### config.mk
export PLATFORM = sky130hd
export DESIGN_NAME = keypad_scanner_flat
export DESIGN_NICKNAME = d
export VERILOG_FILES = /design/src/rtl/key_pkg.sv /design/src/rtl/keypad_scanner_if.sv /design/src/rtl/key_scan_timer.sv /design/src/rtl/keypad_scanner.sv /design/src/flat_wrapper.sv
export SDC_FILE = /design/constraint.sdc
export NUM_CORES = 1
export LEC_CHECK = 0
export BUFFER_PORTS_ARGS = -buffer_cell sky130_fd_sc_hd__buf_2
export CAP_MARGIN = 15
export CORE_MARGIN = 2
export CORE_UTILIZATION = 62
export DETAILED_ROUTE_END_ITERATION = 12
export PLACE_DENSITY_LB_ADDON = 0.15
export SYNTH_ARGS = -nofsm -noshare
export SYNTH_HDL_FRONTEND = slang
export SYNTH_SLANG_ARGS = --single-unit
### constraint.sdc
create_clock -name clk -period 11.7 [get_ports clk]
set_input_delay 2.34 -clock clk [delete_from_list [all_inputs] [get_ports clk]]
set_output_delay 2.34 -clock clk [all_outputs]
set_load 0.01 [all_outputs]
### src/rtl/key_pkg.sv
// ============================================================================
// key_pkg : shared types and constants for the keypad scanner and the
//           calculator control FSM (states, scan results, rows, key legend)
// Revision: 1.0  initial release
// ============================================================================
`default_nettype none

package key_pkg;

    typedef enum logic [1:0] {
        ST_IDLE    = 2'd0,
        ST_DEB     = 2'd1,
        ST_PRESSED = 2'd2,
        ST_REL_DEB = 2'd3
    } key_state_e;

    typedef enum logic [1:0] {
        SCAN_NONE   = 2'd0,
        SCAN_SINGLE = 2'd1,
        SCAN_MULTI  = 2'd2
    } scan_res_e;

    localparam logic [3:0] c_row0_n = 4'b1110;
    localparam logic [3:0] c_row1_n = 4'b1101;
    localparam logic [3:0] c_row2_n = 4'b1011;
    localparam logic [3:0] c_row3_n = 4'b0111;

    // Operator symbols; digits 0-9 use their own value as symbol.
    localparam logic [3:0] c_sym_add = 4'hA;
    localparam logic [3:0] c_sym_sub = 4'hB;
    localparam logic [3:0] c_sym_mul = 4'hC;
    localparam logic [3:0] c_sym_div = 4'hD;
    localparam logic [3:0] c_sym_clr = 4'hE;
    localparam logic [3:0] c_sym_eq  = 4'hF;

    // Keypad face: 1 2 3 + / 4 5 6 - / 7 8 9 * / C 0 = /
    function automatic logic [3:0] key_symbol(input logic [3:0] code);
        logic [3:0] sym;
        case (code)
            4'd0:    sym = 4'h1;
            4'd1:    sym = 4'h2;
            4'd2:    sym = 4'h3;
            4'd3:    sym = c_sym_add;
            4'd4:    sym = 4'h4;
            4'd5:    sym = 4'h5;
            4'd6:    sym = 4'h6;
            4'd7:    sym = c_sym_sub;
            4'd8:    sym = 4'h7;
            4'd9:    sym = 4'h8;
            4'd10:   sym = 4'h9;
            4'd11:   sym = c_sym_mul;
            4'd12:   sym = c_sym_clr;
            4'd13:   sym = 4'h0;
            4'd14:   sym = c_sym_eq;
            default: sym = c_sym_div;
        endcase
        return sym;
    endfunction

endpackage

`default_nettype wire

### src/rtl/keypad_scanner_if.sv
// ============================================================================
// keypad_scanner_if : key handshake between scanner (master) and consumer
// Revision: 1.0  initial release
// ============================================================================
`default_nettype none

interface keypad_scanner_if;
    logic [3:0] key_code;
    logic       key_valid;
    logic       key_ack;
    logic       key_held;
    logic       overrun;

    modport master (
        output key_code,
        output key_valid,
        output key_held,
        output overrun,
        input  key_ack
    );

    modport slave (
        input  key_code,
        input  key_valid,
        input  key_held,
        input  overrun,
        output key_ack
    );
endinterface

`default_nettype wire

### src/rtl/key_scan_timer.sv
// ============================================================================
// key_scan_timer : row-slot prescaler, row index, one-cold row drive and
//                  column-sample / scan-end strobes
// Revision: 1.0  initial release
// ============================================================================
`default_nettype none

module key_scan_timer
    import key_pkg::*;
#(
    parameter int SCAN_DIV = 65536
) (
    input  logic       clk,
    input  logic       rst,
    output logic [1:0] row_idx,
    output logic [3:0] row_out,
    output logic       sample,
    output logic       scan_end
);

    localparam int                   c_presc_w   = $clog2(SCAN_DIV);
    localparam logic [c_presc_w-1:0] c_presc_max = c_presc_w'(SCAN_DIV - 1);

    logic [c_presc_w-1:0] presc_q, presc_d;
    logic [1:0]           row_q, row_d;

    // Sample on the last cycle of the slot so the row drive has settled.
    assign sample   = (presc_q == c_presc_max);
    assign scan_end = sample && (row_q == 2'd3);
    assign row_idx  = row_q;

    always_comb begin
        presc_d = presc_q + c_presc_w'(1);
        row_d   = row_q;
        if (sample) begin
            presc_d = '0;
            row_d   = row_q + 2'd1;
        end
    end

    always_ff @(posedge clk or posedge rst) begin
        if (rst) begin
            presc_q <= '0;
            row_q   <= 2'd0;
        end else begin
            presc_q <= presc_d;
            row_q   <= row_d;
        end
    end

    always_comb begin
        case (row_q)
            2'd0:    row_out = c_row0_n;
            2'd1:    row_out = c_row1_n;
            2'd2:    row_out = c_row2_n;
            default: row_out = c_row3_n;
        endcase
    end

endmodule

`default_nettype wire

### src/rtl/keypad_scanner.sv
// ============================================================================
// keypad_scanner : 4x4 active-low keypad scan, whole-scan debounce, chord
//                  reject, one-entry valid/ack buffer; KEY_REPEAT_EN adds repeat
// Revision: 1.0  initial release
// ============================================================================
`default_nettype none

module keypad_scanner
    import key_pkg::*;
#(
    parameter int SCAN_DIV       = 65536,
    parameter int DEBOUNCE_SCANS = 3,
    parameter int REPEAT_SCANS   = 64
) (
    input  logic                    clk,
    input  logic                    rst,
    input  logic [3:0]              col_in,
    output logic [3:0]              row_out,
    keypad_scanner_if.master        key_if
);

    localparam logic [3:0] c_deb = 4'(DEBOUNCE_SCANS);

    logic [1:0] w_row_idx;
    logic       w_sample;
    logic       w_scan_end;

    key_scan_timer #(
        .SCAN_DIV (SCAN_DIV)
    ) u_timer (
        .clk      (clk),
        .rst      (rst),
        .row_idx  (w_row_idx),
        .row_out  (row_out),
        .sample   (w_sample),
        .scan_end (w_scan_end)
    );

    // Scan accumulator: low-bit count saturates at 2, code of the first low bit.
    logic [1:0] acc_cnt_q, acc_cnt_d, w_scan_cnt;
    logic [3:0] acc_code_q, acc_code_d, w_scan_code;
    scan_res_e  w_scan_res;

    always_comb begin
        w_scan_cnt  = (w_row_idx == 2'd0) ? 2'd0 : acc_cnt_q;
        w_scan_code = (w_row_idx == 2'd0) ? 4'd0 : acc_code_q;
        for (int c = 0; c < 4; c++) begin
            if (!col_in[c]) begin
                if (w_scan_cnt == 2'd0) w_scan_code = {w_row_idx, 2'(c)};
                if (w_scan_cnt != 2'd2) w_scan_cnt = w_scan_cnt + 2'd1;
            end
        end
        acc_cnt_d  = w_sample ? w_scan_cnt  : acc_cnt_q;
        acc_code_d = w_sample ? w_scan_code : acc_code_q;
        if (w_scan_cnt == 2'd0)      w_scan_res = SCAN_NONE;
        else if (w_scan_cnt == 2'd1) w_scan_res = SCAN_SINGLE;
        else                         w_scan_res = SCAN_MULTI;
    end

    key_state_e state_q, state_d;
    logic [3:0] cand_q, cand_d;
    logic [3:0] cnt_q, cnt_d;
    logic [3:0] w_cnt_inc;
    logic       w_accept;
    logic       w_same;

    assign w_cnt_inc = cnt_q + 4'd1;
    assign w_same    = (w_scan_res == SCAN_SINGLE) && (w_scan_code == cand_q);

`ifdef KEY_REPEAT_EN
    localparam int               c_rep_w = $clog2(REPEAT_SCANS + 1);
    localparam logic [c_rep_w-1:0] c_rep = c_rep_w'(REPEAT_SCANS);
    logic [c_rep_w-1:0] rep_q, rep_d;
    logic [c_rep_w-1:0] w_rep_inc;
    assign w_rep_inc = rep_q + c_rep_w'(1);
`else
    logic [31:0] w_unused_repeat;
    assign w_unused_repeat = 32'(REPEAT_SCANS);
`endif

    always_comb begin
        state_d  = state_q;
        cand_d   = cand_q;
        cnt_d    = cnt_q;
        w_accept = 1'b0;
`ifdef KEY_REPEAT_EN
        rep_d    = rep_q;
`endif
        if (w_scan_end) begin
            unique case (state_q)
                ST_IDLE: begin
                    if (w_scan_res == SCAN_SINGLE) begin
                        cand_d = w_scan_code;
                        cnt_d  = 4'd1;
                        if (c_deb == 4'd1) begin
                            w_accept = 1'b1;
                            state_d  = ST_PRESSED;
                        end else begin
                            state_d  = ST_DEB;
                        end
                    end
                end
                ST_DEB: begin
                    if (w_same) begin
                        cnt_d = w_cnt_inc;
                        if (w_cnt_inc == c_deb) begin
                            w_accept = 1'b1;
                            state_d  = ST_PRESSED;
                        end
                    end else if (w_scan_res == SCAN_SINGLE) begin
                        cand_d = w_scan_code;
                        cnt_d  = 4'd1;
                    end else begin
                        state_d = ST_IDLE;
                        cnt_d   = 4'd0;
                    end
                end
                ST_PRESSED: begin
                    // MULTI or a different single key is not a release.
                    if (w_scan_res == SCAN_NONE) begin
                        cnt_d   = (c_deb == 4'd1) ? 4'd0 : 4'd1;
                        state_d = (c_deb == 4'd1) ? ST_IDLE : ST_REL_DEB;
                    end
`ifdef KEY_REPEAT_EN
                    else if (w_same) begin
                        if (w_rep_inc == c_rep) begin
                            w_accept = 1'b1;
                            rep_d    = '0;
                        end else begin
                            rep_d    = w_rep_inc;
                        end
                    end
`endif
                end
                ST_REL_DEB: begin
                    if (w_scan_res == SCAN_NONE) begin
                        cnt_d = w_cnt_inc;
                        if (w_cnt_inc == c_deb) begin
                            state_d = ST_IDLE;
                            cnt_d   = 4'd0;
                        end
                    end else begin
                        state_d = ST_PRESSED;
                    end
                end
                default: state_d = ST_IDLE;
            endcase
        end
`ifdef KEY_REPEAT_EN
        if (state_q != ST_PRESSED) rep_d = '0;
`endif
    end

    // One-entry output buffer; an accept coinciding with an ack replaces the entry.
    logic [3:0] code_q, code_d;
    logic       valid_q, valid_d;
    logic       overrun_q, overrun_d;
    logic       w_ack_eff;

    assign w_ack_eff = key_if.key_ack & valid_q;

    always_comb begin
        code_d    = code_q;
        valid_d   = valid_q;
        overrun_d = overrun_q;
        if (w_accept) begin
            if (!valid_q || w_ack_eff) begin
                code_d  = cand_d;
                valid_d = 1'b1;
                if (w_ack_eff) overrun_d = 1'b0;
            end else begin
                overrun_d = 1'b1;
            end
        end else if (w_ack_eff) begin
            valid_d   = 1'b0;
            overrun_d = 1'b0;
        end
    end

    always_ff @(posedge clk or posedge rst) begin
        if (rst) begin
            acc_cnt_q  <= 2'd0;
            acc_code_q <= 4'd0;
            state_q    <= ST_IDLE;
            cand_q     <= 4'd0;
            cnt_q      <= 4'd0;
            code_q     <= 4'd0;
            valid_q    <= 1'b0;
            overrun_q  <= 1'b0;
`ifdef KEY_REPEAT_EN
            rep_q      <= '0;
`endif
        end else begin
            acc_cnt_q  <= acc_cnt_d;
            acc_code_q <= acc_code_d;
            state_q    <= state_d;
            cand_q     <= cand_d;
            cnt_q      <= cnt_d;
            code_q     <= code_d;
            valid_q    <= valid_d;
            overrun_q  <= overrun_d;
`ifdef KEY_REPEAT_EN
            rep_q      <= rep_d;
`endif
        end
    end

    assign key_if.key_code  = code_q;
    assign key_if.key_valid = valid_q;
    assign key_if.overrun   = overrun_q;
    assign key_if.key_held  = (state_q == ST_PRESSED) || (state_q == ST_REL_DEB);

endmodule

`default_nettype wire

### src/flat_wrapper.sv
// flat-port wrapper written by rule: the top's interface ports become plain ports
module keypad_scanner_flat import key_pkg::*;
#(
    parameter int SCAN_DIV       = 65536,
    parameter int DEBOUNCE_SCANS = 3,
    parameter int REPEAT_SCANS   = 64
)
  (clk, rst, col_in, row_out, key_if_key_code, key_if_key_valid, key_if_key_held, key_if_overrun, key_if_key_ack);
  keypad_scanner_if key_if_i ();
  input  logic clk;
  input  logic rst;
  input  logic [3:0] col_in;
  output logic [3:0] row_out;
  output wire logic [$bits(key_if_i.key_code)-1:0] key_if_key_code;
  output wire logic [$bits(key_if_i.key_valid)-1:0] key_if_key_valid;
  output wire logic [$bits(key_if_i.key_held)-1:0] key_if_key_held;
  output wire logic [$bits(key_if_i.overrun)-1:0] key_if_overrun;
  input wire logic [$bits(key_if_i.key_ack)-1:0] key_if_key_ack;
  assign key_if_key_code = key_if_i.key_code;
  assign key_if_key_valid = key_if_i.key_valid;
  assign key_if_key_held = key_if_i.key_held;
  assign key_if_overrun = key_if_i.overrun;
  assign key_if_i.key_ack = key_if_key_ack;
  keypad_scanner #(.SCAN_DIV(SCAN_DIV), .DEBOUNCE_SCANS(DEBOUNCE_SCANS), .REPEAT_SCANS(REPEAT_SCANS)) u_core (.clk(clk), .rst(rst), .col_in(col_in), .row_out(row_out), .key_if(key_if_i));
endmodule
Yosys cells after proc, flatten, opt, wreduce, memory -nomap -nowiden
Index checks and enable logic that the tools add are counted.
Widths: inputs -> output; s select.
Storage, ports and cells
  register bits: 40
  bits of input ports: 7
  output and inout port bits: 11
  logic and storage cells: 109
Operators by class
  $add $sub $neg: 7
  equal/unequal tests: 22
  mux-type cells: 51
  bitwise gates (word level): 1
  reduce and logical (&&, ||, !) cells: 18
Operator list (number)
  $mux 4: 17
  $mux 2: 18
  $add 16x1->16 const B: 1
  $eq 16x16->1 const B: 1
  $logic_not 2->1: 8
  $mux 16: 1
  $pmux 4 s4: 1
  $pmux 4 s3: 1
  $mux 1: 11
  $add 2x1->2 const B: 5
  $ne 2x2->1 const B: 5
  $eq 2x1->1 const B: 4
  $eq 2x2->1 const B: 4
  $pmux 2 s4: 1
  $pmux 4 s2: 1
  $ne 2x1->1 const B: 3
  $ne 3x2->1 const B: 2
  $reduce_and 6->1: 1
  $add 4x1->4 const B: 1
  $eq 4x2->1 const B: 1
  $eq 4x4->1: 1
  $reduce_and 2->1: 2
  $reduce_and 4->1: 1
  $ne 3x3->1 const B: 1
  other kinds (5): 7

Longest topological paths before layout
Gate-level depths: netlist of the first run.
  depth in word-level cells: 24
  gate-level depth with buffers: 22
  depth with buffers taken out: 21

Cells and area by module
A second synthesis of the first run with hierarchy kept.
Unflattened totals
  cells, all modules: 270
  area, all modules: 2575.0 sq um
By module, submodules not included
  keypad_scanner: times used 1, cells an instance 184, area each 1672.9 sq um, sequential area each 550.5 sq um
  key_scan_timer: times used 1, cells an instance 86, area each 902.1 sq um, sequential area each 450.4 sq um

Worst setup path after synthesis of the first run
Ideal clock, no wire load.
  path kind: input to register
  start: input col_in[1]
  end: register u_core.code_q[3], in the netlist u_core.key_if.key_code[3]
  setup time: 0.125 ns
  arrival: 5.503 ns
  data required time: 11.575 ns
  path slack: 6.072 ns
  stages: 16
  buffers on the path: 0
  cell sequence: nand2b_2 xnor2_2 o2bb2ai_1 inv_1 ha_1 nor2b_1 a211o_1 inv_1 ha_1 nor2b_1 or3_1 o32ai_1 o21ai_0 a211oi_4 nand3_4 mux2_4
On the way
  cells in the longest elaborated chain, start to end: 16
  elaborated cells on any way between the ends: 31
  those cells by class: 2 x add/sub; 5 x eq/ne; 19 x mux; 5 x reduce/logical
RTL lines
  start, declared: RTL line flat_wrapper.sv:12  | input logic [3:0] col_in;
  $mux 2: RTL line keypad_scanner.sv:48  | if (!col_in[c]) begin
  $add 2x1->2 or $ne 2x2->1 (tied branches): RTL line keypad_scanner.sv:50  | if (w_scan_cnt != 2'd2) w_scan_cnt = w_scan_cnt + 2'd1;
  $mux 2: RTL line keypad_scanner.sv:50
  $mux 2: RTL line keypad_scanner.sv:48
  $add 2x1->2 or $ne 2x2->1 (tied branches): RTL line keypad_scanner.sv:50
  $mux 2: RTL line keypad_scanner.sv:50
  $mux 2: RTL line keypad_scanner.sv:48
  $eq 2x1->1: RTL line keypad_scanner.sv:56  | else if (w_scan_cnt == 2'd1) w_scan_res = SCAN_SINGLE;
  $mux 2: RTL line keypad_scanner.sv:56
  $mux 2: RTL line keypad_scanner.sv:55  | if (w_scan_cnt == 2'd0) w_scan_res = SCAN_NONE;
  $eq 2x1->1: RTL line keypad_scanner.sv:68, keypad_scanner.sv:92, keypad_scanner.sv:110
  $logic_and 1x1->1: RTL line keypad_scanner.sv:68  | assign w_same = (w_scan_res == SCAN_SINGLE) && (w_scan_code == cand_q);
  $mux 1: RTL line keypad_scanner.sv:104  | if (w_same) begin
  $mux 1: RTL line keypad_scanner.sv:90  | unique case (state_q)
  $mux 1: RTL line keypad_scanner.sv:89  | if (w_scan_end) begin
  $reduce_and 2->1 (no line)
  end signal, assigned: RTL line keypad_scanner.sv:199  | code_q <= code_d;
  end, declared: RTL line keypad_scanner.sv:155  | logic [3:0] code_q, code_d;
Parallel ways exist; a longest one is shown, timed or not.
A chain may end at the register's enable or synchronous reset.

Worst setup path in the final report of the first run
  start: input col_in[0]
  end: register u_core.code_q[1], in the netlist u_core.key_if.key_code[1]
On the way
  cells in the longest elaborated chain, start to end: 19
  elaborated cells on any way between the ends: 38
  those cells by class: 3 x add/sub; 6 x eq/ne; 23 x mux; 6 x reduce/logical
RTL lines (RTL line)
  $mux 2: keypad_scanner.sv:48
  $add 2x1->2 or $ne 2x2->1 (tied branches): keypad_scanner.sv:50
  $mux 2: keypad_scanner.sv:50
  $mux 2: keypad_scanner.sv:48
  $add 2x1->2 or $ne 2x2->1 (tied branches): keypad_scanner.sv:50
  $mux 2: keypad_scanner.sv:50
  $mux 2: keypad_scanner.sv:48
  $add 2x1->2 or $ne 2x2->1 (tied branches): keypad_scanner.sv:50
  (+3 left out)
  $mux 2: keypad_scanner.sv:56
  $mux 2: keypad_scanner.sv:55
  $eq 2x1->1: keypad_scanner.sv:68, keypad_scanner.sv:92, keypad_scanner.sv:110
  $logic_and 1x1->1: keypad_scanner.sv:68
  $mux 1: keypad_scanner.sv:104
  $mux 1: keypad_scanner.sv:90
  $mux 1: keypad_scanner.sv:89
  $reduce_and 2->1 (no line)
Parallel ways exist; a longest one is shown, timed or not.

==> results of run 1 <==
## cell families (layout without fill, tap and decap cells)
group | Yosys count | count (layout) | synth area share
flops | 40 | 40 | 0.3791
fa+ha+maj | 12 | 12 | 0.05687
compound gates | 61 | 61 | 0.1891
mux | 9 | 9 | 0.04455
simple gates | 117 | 117 | 0.2261
buf+inv | 29 | 48 | 0.04502
xor+xnor | 17 | 17 | 0.05925
## layout make-up
| class | instances | area, sq um | share of cell area |
|---|---|---|---|
| Multi-Input combinational cell | 216 | 1520 | 0.5269 |
| Sequential cell | 40 | 1001 | 0.3469 |
| Clock buffer | 7 | 96.34 | 0.03339 |
| Timing Repair Buffer | 18 | 92.59 | 0.03209 |
| Inverter | 22 | 82.58 | 0.02862 |
| Tap cell | 50 | 62.56 | 0.02168 |
| Clock inverter | 1 | 30.03 | 0.01041 |
## worst min-delay path by stage
stage	cells after the start	from	end
2_1_floorplan	1	u_core.u_timer.presc_q[14]	u_core.u_timer.presc_q[14]
3_3_place_gp	1	u_core.u_timer.presc_q[10]	u_core.u_timer.presc_q[10]
3_5_place_dp	1	u_core.u_timer.presc_q[14]	u_core.u_timer.presc_q[14]
4_1_cts	1	u_core.u_timer.presc_q[14]	u_core.u_timer.presc_q[14]
5_1_grt	1	u_core.u_timer.presc_q[14]	u_core.u_timer.presc_q[14]
6_report	1	u_core.u_timer.presc_q[14]	u_core.u_timer.presc_q[14]
## cells in the mapped netlist (4+ instances only)
cell,number
nand2_1,28
xor2_1,9
nor3_1,4
nor2b_1,11
dfrtp_1,40
a21oi_1,10
o21ai_0,14
and3_1,4
mux2_4,5
nand2b_1,7
xnor2_1,7
clkbuf_1,4
nor2_1,30
ha_1,12
a31oi_1,5
nand4_1,5
nand3_1,11
inv_1,21
## power groups by stage
stage               Clock (mW)  Combinational (mW)  Sequential [mW]
floorplan                    0              0.0230            0.141
global placement             0              0.0277            0.142
detailed placement           0              0.0281            0.142
CTS                      0.124              0.0282            0.140
global route             0.129              0.0317            0.140
finish                   0.122              0.0280            0.140
## per-stage QoR
step	utilization	instances	area, sq um	hold WS (ns)
after floorplan	-	285	2640	0.4388
after global placement	0.6799	346	2759	0.4596
after detailed placement	0.6799	346	2759	0.4651
after CTS	0.7111	354	2885	0.4786
after global routing	0.7111	354	2885	0.5023
final	0.7111	354	2885	0.4801
## flip-flops by register name, summed over array words and instances, names as in the netlist, 2 cells and up
name and flops:
u_core.acc_code_q 4, u_core.cand_q 4, u_core.u_timer.presc_q 16, u_core.cnt_q 4, u_core.state_q 2, u_core.key_if.key_code 4, u_core.u_timer.row_idx 2, u_core.acc_cnt_q 2
## cell usage in the layout (no fill, tap or decap), drive strengths merged, types with 8 or more instances in the layout
cell type	n
nor2b	11
a21oi	10
ha	12
buf	18
nor2	31
nand2	28
dfrtp	40
nand2b	8
xnor2	8
nand3	13
o21ai	14
inv	22
xor2	9
## worst reg2reg max path, delay by kind of cell, from the launching register on
family	cells	cell delay, ns
muxes	1	0.33
and+or+nand+nor	6	1.31
adders and majority gates	4	1.21
DFF	1	0.46
AOI/OAI and AO/OA	7	1.51
buffers and inverters	2	0.25
## per-layer routing
layer / up-vias / part of all wire / wire, um
li1: 1031 / - / -
met1: 1026 / 0.45 / 2300
met2: 48 / 0.50 / 2575
met3: 8 / 0.043 / 221
met4: 0 / 0.014 / 70
met5: - / 0 / 0
==> results.yml, run 1 <==
clock_tree:
  cts-buffers-inserted: 5
  post_cts_buffers: 0
  h-tree-depth: 2
  insertion_delay_ns: 0.29
  cts_buffer_depth: 2
  path_clk_slew_ns: 0.07
  cts_tree: "yes"
  cts_hold_buf: 0
  root_buffer: "clkbuf_8"
  cts_resized: 0
  cts.sink_count: 40
detailed_routing:
  routed_via_density: 5.969
  dr.pass1.iters: 4
  vias: 2113
  ant_nets: 0
  wl_um: 5168
  drc_errors: 0
  drt_iter0_drc: 106
  wire_per_inst_um: 14.60
placed_design:
  place_congestion: 0.8745
  place.detailed.hpwl_um: 3763
  io_buffers: 17
  dp_slack_ns: 5.591
synthesis:
  synth-edff-count: 0
  synth_nets: 304
  synthArstFlopShare: 1.000
  seq_area_frac_synth: 0.3791
  syn_area_sq_um: 2640
  synth_cell_type_count: 59
  synth_area_leaders: "dfrtp_1 (38%), ha_1 (5.7%), nor2_1 (4.3%)"
  synth_ff_type: "dfrtp_1"
  synth_top_cell_by_area: "dfrtp_1"
  syn_area_per_cell_sq_um: 9.263
  yosysWarnings: 0
  ys_ff_latch: 40
  synth_cells: 285
  synth_top_area_share: 0.3791
layout:
  n_antenna_cell: 0
  nNetsFinal: 322
  syn_to_final_growth_pct: 9.289
  fillCellCount: 330
  drive_gt1_frac: 0.1645
worst_setup_path:
  critPathTopFamily: "compound AO/OA/AOI/OAI gates"
  crit_path_max_incr_delay_ns: 0.42
  worstRegToRegCells: 20
  start_kind: "input pin"
  crit_required_ns: 11.87
  crit_path_cell_trace: "buf_2 > nand2b_1 > o211ai_2 > nor2_1 > a21oi_1 > ha_1 > nor2b_1 > a211o_1 > inv_1 > ha_1 > nand2_1 > o211a_1 > o31a_1 > a21oi_1 > a211oi_4 > nand3_4 > mux2_4"
  slowest_stage: "a211oi_4"
  arrival_ns: 5.99
  crit_start: "col_in[0]"
  rrSetupSlack_ns: 6.51
  crit_buf_inv: 2
  timing.rr.start: "u_core.u_timer.row_idx[0]"
  crit_fanout: 9
  cp.depth: 17
  critPathCapture: "u_core.key_if.key_code[1]"
  rr_endpoint: "u_core.key_if.key_code[1]"
  cp-end-kind: "register"
  criticalPathCategory: "in -> reg"
power_and_ir_drop:
  peakVddDrop_uv: 80.89
  intPower_uw: 223.5
  p_clk_frac: 0.420
  pwr-share-seq: 0.483
  swShare: 0.2273
  p_leak_nw: 1.284
  finalPower_uw: 289.3
  comb_power_share: 0.097
  p_switching_uw: 65.75
  power_density_nw_per_um2: 100.3
global_routing:
  antenna_found_initial: 0
  track_usage: 0.2274
  grt_pass1_wl_um: 8845
  grt_pass1_vias: 2012
  grt_overflow_total: 0
  grt_max_degree: 41
  grt_use_met3: 0.03924
  busiest_layer: "met2"
  use_met2: 0.3974
  grt_use_met1: 0.2878
die:
  row_count: 23
  fp.dieH_um: 69.26
  ios: 18
  die_x_um: 69.26
  initial_core_util: 0.6506
  dieArea_sq_um: 4796
  design.core.area_sq_um: 4058
sta:
  fmax_ghz: 0.1718
  timing.final.crit_share: 0.4976
  slew-limit-headroom: 0.3777
  hold_viol_final: 0
  setup_viol: 0
  worst_clock_skew_ns: 0.006475
  slew_violations: 0
  finalSetupTns_ns: 0
  fin_ws_ns: 5.879
  rsz0062_at_grt: "no"
  period_needed_ns: 5.821
  worst_slew_pin_slew_ns: 0.9335
flow_run:
  cap_violations: 0
min_path:
  hold_class: "reg -> reg"
run_status:
  status: "complete, no violations"
Power figures use the tool's default switching activity.
==> run 2, diff against run 1 <==
--- a/config.mk
+++ b/config.mk
@@ -8,7 +8,7 @@
 export BUFFER_PORTS_ARGS = -buffer_cell sky130_fd_sc_hd__buf_2
 export CAP_MARGIN = 15
 export CORE_MARGIN = 2
-export CORE_UTILIZATION = 62
+export CORE_UTILIZATION = 60
 export DETAILED_ROUTE_END_ITERATION = 12
 export PLACE_DENSITY_LB_ADDON = 0.15
 export SYNTH_ARGS = -nofsm -noshare
==> constraint.sdc (replaced) <==
create_clock -name clk -period 6.1 [get_ports clk]
set_input_delay 1.22 -clock clk [delete_from_list [all_inputs] [get_ports clk]]
set_output_delay 1.22 -clock clk [all_outputs]
set_load 0.01 [all_outputs]
==> run 2 against run 1 <==
Net effect: clock skew is 0.0068 ns higher; worst setup slack got worse by 4.9 ns; utilization shrank 5.0 points; sequential power is 91% higher; first-iteration DRC count did not move; final area is 1.6% lower; wire length is 0.29% lower; die area increased by 3.1%.
==> results.yml, run 2 (synthesis gave the netlist of run 1 again) <==
clock_tree:
  cts-buffers-inserted: 5
  path_clk_slew_ns: 0.07
  cts.sink_count: 40
  h-tree-depth: 2
  cts_hold_buf: 0
  root_buffer: "clkbuf_8"
  cts_buffer_depth: 2
  cts_tree: "yes"
  post_cts_buffers: 0
  insertion_delay_ns: 0.30
  cts_resized: 0
die:
  row_count: 24
  initial_core_util: 0.6148
  fp.dieH_um: 70.33
  dieArea_sq_um: 4946
  design.core.area_sq_um: 4294
  ios: 18
  die_x_um: 70.33
sta:
  slew_violations: 0
  setup_viol: 0
  rsz0062_at_grt: "no"
  hold_viol_final: 0
  fmax_ghz: 0.1949
  period_needed_ns: 5.132
  worst_clock_skew_ns: 0.01325
  finalSetupTns_ns: 0
  worst_slew_pin_slew_ns: 0.9634
  timing.final.crit_share: 0.8413
  slew-limit-headroom: 0.3578
  fin_ws_ns: 0.9683
power_and_ir_drop:
  p_leak_nw: 1.261
  peakVddDrop_uv: 119.7
  power_density_nw_per_um2: 171.3
placed_design:
  place_inst: 348
  dp_slack_ns: 1.015
  place_congestion: 0.9883
  placed_cell_area_sq_um: 2761
  place.detailed.hpwl_um: 3772
  io_buffers: 17
worst_setup_path:
  criticalPathCategory: "reg -> reg"
  crit_fanout: 12
  cp-end-kind: "register"
  cpMostUsedCell: "ha_1"
  crit_required_ns: 6.28
  start_kind: "register"
  arrival_ns: 5.31
  slowest_stage: "dfrtp_1"
  crit_start: "u_core.u_timer.row_idx[1]"
  timing.rr.start: "u_core.u_timer.row_idx[1]"
  crit_path_max_incr_delay_ns: 0.44
  crit_path_cell_trace: "inv_1 > ha_1 > nand2b_1 > ha_1 > nand2b_1 > o211ai_2 > nor2_1 > a21oi_1 > ha_1 > nor2b_1 > a211o_1 > inv_1 > ha_1 > nand2_1 > o211a_1 > o31a_1 > a21oi_1 > a211oi_4 > nand3_4 > mux2_4"
detailed_routing:
  wl_met3_um: 255
  ant_nets: 0
  drc_errors: 0
  dr.pass1.iters: 4
  dr_wl_met2_um: 2555
  drt_iter0_drc: 106
  routed_via_density: 5.806
  vias: 2061
  top_layer_used: "met4"
  wl_met1_um: 2253
  wire_per_inst_um: 14.52
  wl_um: 5153
layout:
  multi_input_comb_area_sq_um: 1520
  fin_cells: 355
  drive_gt1_frac: 0.1584
  nNetsFinal: 322
  n_antenna_cell: 0
  layout_common_cells: "dfrtp_1 (40), nor2_1 (30), nand2_1 (28)"
  largest_register_ff_count: 16
  seqCellArea_sq_um: 1001
  layout_commonest_cell: "dfrtp_1"
  final_cell_area_sq_um: 2839
  fillCellCount: 358
  syn_to_final_growth_pct: 7.535
  top_register: "u_core.u_timer.presc_q"
run_status:
  status: "complete, no violations"
global_routing:
  grt_overflow_total: 0
  antenna_found_initial: 0
  track_usage: 0.2236
  grt_max_degree: 41
  grt_pass1_wl_um: 8742
  grt_pass1_vias: 1947
min_path:
  holdCritStartpoint: "u_core.u_timer.presc_q[14]"
  hold_class: "reg -> reg"
flow_run:
  cap_violations: 0
-- run 2: final cells by class --
class                           count  area share
Clock inverter                      1    0.001763
Inverter                           22     0.02909
Multi-Input combinational cell    216      0.5355
Clock buffer                        6     0.02556
Sequential cell                    40      0.3526
Tap cell                           52     0.02292
Timing Repair Buffer               18     0.03261
-- run 2: power by group --
group | switching [mW] | internal [mW] | total [mW]
Sequential | 0.00225 | 0.266 | 0.268
Combinational | 0.0353 | 0.0186 | 0.0539
Clock | 0.0865 | 0.0777 | 0.164
-- run 2: metal layers --
| metal | vias to the layer above | track usage |
|---|---|---|
| li1 | 1034 | - |
| met1 | 959 | 0.2762 |
| met2 | 59 | 0.3763 |
| met3 | 9 | 0.05339 |
| met4 | 0 | 0.08761 |
| met5 | - | 0 |
-- run 2: critical path, delay by kind of cell, from the launching register on --
kind,cells,cell delay [ns]
multiplexers,1,0.33
AO/OA/AOI/OAI,7,1.56
AND/OR/NAND/NOR,6,1.32
buffers and inverters,2,0.22
flip-flops,1,0.44
adder cells (fa/ha/maj),4,1.16
-- run 2: worst paths after layout --
check | slack, ns | cells past startpoint | endpoint
max in group asynchronous | 4.71 | 3 | u_core.acc_cnt_q[0]
max reg2reg | 0.97 | 20 | u_core.key_if.key_code[1]
max | 0.97 | 20 | u_core.key_if.key_code[1]
min reg2reg | 0.47 | 1 | u_core.u_timer.presc_q[14]
min | 0.47 | 1 | u_core.u_timer.presc_q[14]
min in group asynchronous | 1.03 | 3 | u_core.key_if.key_code[0]
-- run 2: stage by stage --
stage / utilization / hold slack [ns] / power [mW]
5_1_grt: 0.6611 / 0.4923 / 0.5095
2_1_floorplan: - / 0.4388 / 0.3152
3_5_place_dp: 0.6431 / 0.4609 / 0.3271
6_report: 0.6611 / 0.4739 / 0.4862
4_1_cts: 0.6611 / 0.4746 / 0.4930
3_3_place_gp: 0.6431 / 0.4559 / 0.3264
==> run 3, diff against run 2 <==
--- a/config.mk
+++ b/config.mk
@@ -8,7 +8,7 @@
 export BUFFER_PORTS_ARGS = -buffer_cell sky130_fd_sc_hd__buf_2
 export CAP_MARGIN = 15
 export CORE_MARGIN = 2
-export CORE_UTILIZATION = 60
+export CORE_UTILIZATION = 55
 export DETAILED_ROUTE_END_ITERATION = 12
 export PLACE_DENSITY_LB_ADDON = 0.15
 export SYNTH_ARGS = -nofsm -noshare
==> constraint.sdc (replaced) <==
create_clock -name clk -period 4.62 [get_ports clk]
set_input_delay 0.924 -clock clk [delete_from_list [all_inputs] [get_ports clk]]
set_output_delay 0.924 -clock clk [all_outputs]
set_load 0.01 [all_outputs]
==> run 3 against run 2 <==
Net effect: final cell count grew 4.2%; clock-buffer cell count grew 1; first-iteration DRC count grew 66%; sequential share of layout area shrank 1.9 points; global-route usage grew 0.37 points; sequential power grew 32%; worst setup slack lost 0.65 ns; wire length grew 9.6%; hold slack gained 0.00067 ns.
==> results.yml, run 3 (synthesis gave the netlist of run 1 again) <==
detailed_routing:
  vias: 2131
  ant_nets: 0
  wire_per_inst_um: 15.26
  dr.pass1.iters: 4
  routed_via_density: 5.759
  wl_um: 5647
  drt_iter0_drc: 176
  drc_errors: 0
clock_tree:
  cts.sink_count: 40
  cts_hold_buf: 0
  cts_tree: "yes"
  cts_buffer_depth: 2
  cts-buffers-inserted: 5
  h-tree-depth: 2
  path_clk_slew_ns: 0.08
  root_buffer: "clkbuf_8"
  insertion_delay_ns: 0.30
min_path:
  hold_class: "reg -> reg"
worst_setup_path:
  crit_path_max_incr_delay_ns: 0.39
  start_kind: "register"
  cp-end-kind: "register"
  cpMostUsedCell: "ha_1"
  arrival_ns: 4.49
  crit_required_ns: 4.81
  criticalPathCategory: "reg -> reg"
  slowest_stage: "dfrtp_1"
  crit_path_cell_trace: "inv_2 > ha_2 > nand2b_4 > ha_1 > xor2_1 > o21ai_0 > o2bb2ai_1 > inv_1 > ha_1 > nor2b_1 > a211o_1 > inv_1 > ha_1 > nor2b_1 > nor3_1 > o311ai_0 > a21o_1 > a21o_1 > a211oi_4 > buf_4 > nand3_4 > mux2_4"
  crit_fanout: 6
layout:
  seqCellArea_sq_um: 1001
  layout_commonest_cell: "dfrtp_1"
  nNetsFinal: 334
  drive_gt1_frac: 0.2057
  layout_common_cells: "dfrtp_1 (40), nor2_1 (30), nand2_1 (28)"
  top_register: "u_core.u_timer.presc_q"
  n_antenna_cell: 0
  syn_to_final_growth_pct: 13.74
  multi_input_comb_area_sq_um: 1530
  largest_register_ff_count: 16
  fillCellCount: 383
sta:
  slew-limit-headroom: 0.6621
  setup_viol: 0
  worst_slew_pin_slew_ns: 0.5069
  period_needed_ns: 4.303
  worst_clock_skew_ns: 0.005663
  fmax_ghz: 0.2324
  hold_viol_final: 0
  slew_violations: 0
  timing.final.crit_share: 0.9314
  finalSetupTns_ns: 0
die:
  initial_core_util: 0.5664
  die_x_um: 73.28
  dieArea_sq_um: 5370
  design.core.area_sq_um: 4661
  fp.dieH_um: 73.28
  ios: 18
  row_count: 25
placed_design:
  place_congestion: 0.9634
  io_buffers: 17
  place.detailed.hpwl_um: 3989
power_and_ir_drop:
  power_density_nw_per_um2: 250.7
  p_leak_nw: 1.359
  peakVddDrop_uv: 231.1
  finalPower_uw: 752.9
global_routing:
  grt_overflow_total: 0
  grt_pass1_wl_um: 9335
  antenna_found_initial: 0
  grt_max_degree: 41
  track_usage: 0.2274
  grt_pass1_vias: 2018
run_status:
  status: "complete, no violations"
flow_run:
  cap_violations: 0
[run 3: cell count changes in the layout (fill, tap and decap cells not counted), sizes merged]
cell / before / now
bufinv: 0 / 1
buf: 18 / 30
clkinv: 1 / 0
clkbuf: 6 / 7
[run 3: where the power goes]
group	switching, mW	internal [mW]
Sequential	0.00313	0.351
Clock	0.125	0.191
Combinational	0.0501	0.0334
Total	0.178	0.575
[run 3: final timing paths]
check / slack, ns / from / depth (start not counted) / end
setup reg to reg: 0.32 / u_core.u_timer.row_idx[0] / 22 / u_core.key_if.key_code[0]
min in group asynchronous: 0.73 / rst / 3 / u_core.state_q[1]
hold / removal: 0.47 / u_core.u_timer.presc_q[14] / 1 / u_core.u_timer.presc_q[14]
hold reg to reg: 0.47 / u_core.u_timer.presc_q[14] / 1 / u_core.u_timer.presc_q[14]
setup / recovery: 0.32 / u_core.u_timer.row_idx[0] / 22 / u_core.key_if.key_code[0]
max in group asynchronous: 3.53 / rst / 3 / u_core.u_timer.row_idx[0]
[run 3: per-stage QoR]
step           cell area (sq um)  hold slack, ns  instances  utilization  worst slack (ns)
2_1_floorplan               2640          0.4388        285            -            0.1045
3_3_place_gp                2824          0.4549        358       0.6059            0.1953
3_5_place_dp                2824          0.4594        358       0.6059           0.06690
4_1_cts                     2950          0.4749        366       0.6330           0.02642
5_1_grt                     3003          0.4988        370       0.6443          -0.03530
6_report                    3003          0.4745        370       0.6443            0.3167
[run 3: layout make-up]
type                       instances  share of cell area
timing repair buffer              30             0.06500
tap                               54             0.02250
inverter                          22             0.02750
clock inverter                     1             0.01000
clock buffer                       7             0.03208
multi-input combinational        216              0.5096
sequential                        40              0.3333
[run 3: routing by layer]
metal  track usage  up-vias  share of wire
met5             0        -              0
met4       0.08230        0          0.018
met3       0.04664       10          0.032
met2        0.3724       43           0.49
met1        0.2980     1015           0.46
li1              -     1063              -
[run 3: critical path, delay by kind of cell, from the launching register on]
family | cells | cell delay [ns]
AOI/OAI and AO/OA | 7 | 1.25
adders and majority gates | 4 | 0.92
and+or+nand+nor | 5 | 0.70
buffers and inverters | 4 | 0.41
DFF | 1 | 0.39
muxes | 1 | 0.32
xor gates and xnor gates | 1 | 0.20
[run 3: repair_timing]
item                       4_1_cts  5_1_grt
hold endpoints to repair         0        0
setup buffers                    0        4
resized for setup                0        4
setup endpoints to repair        0       15
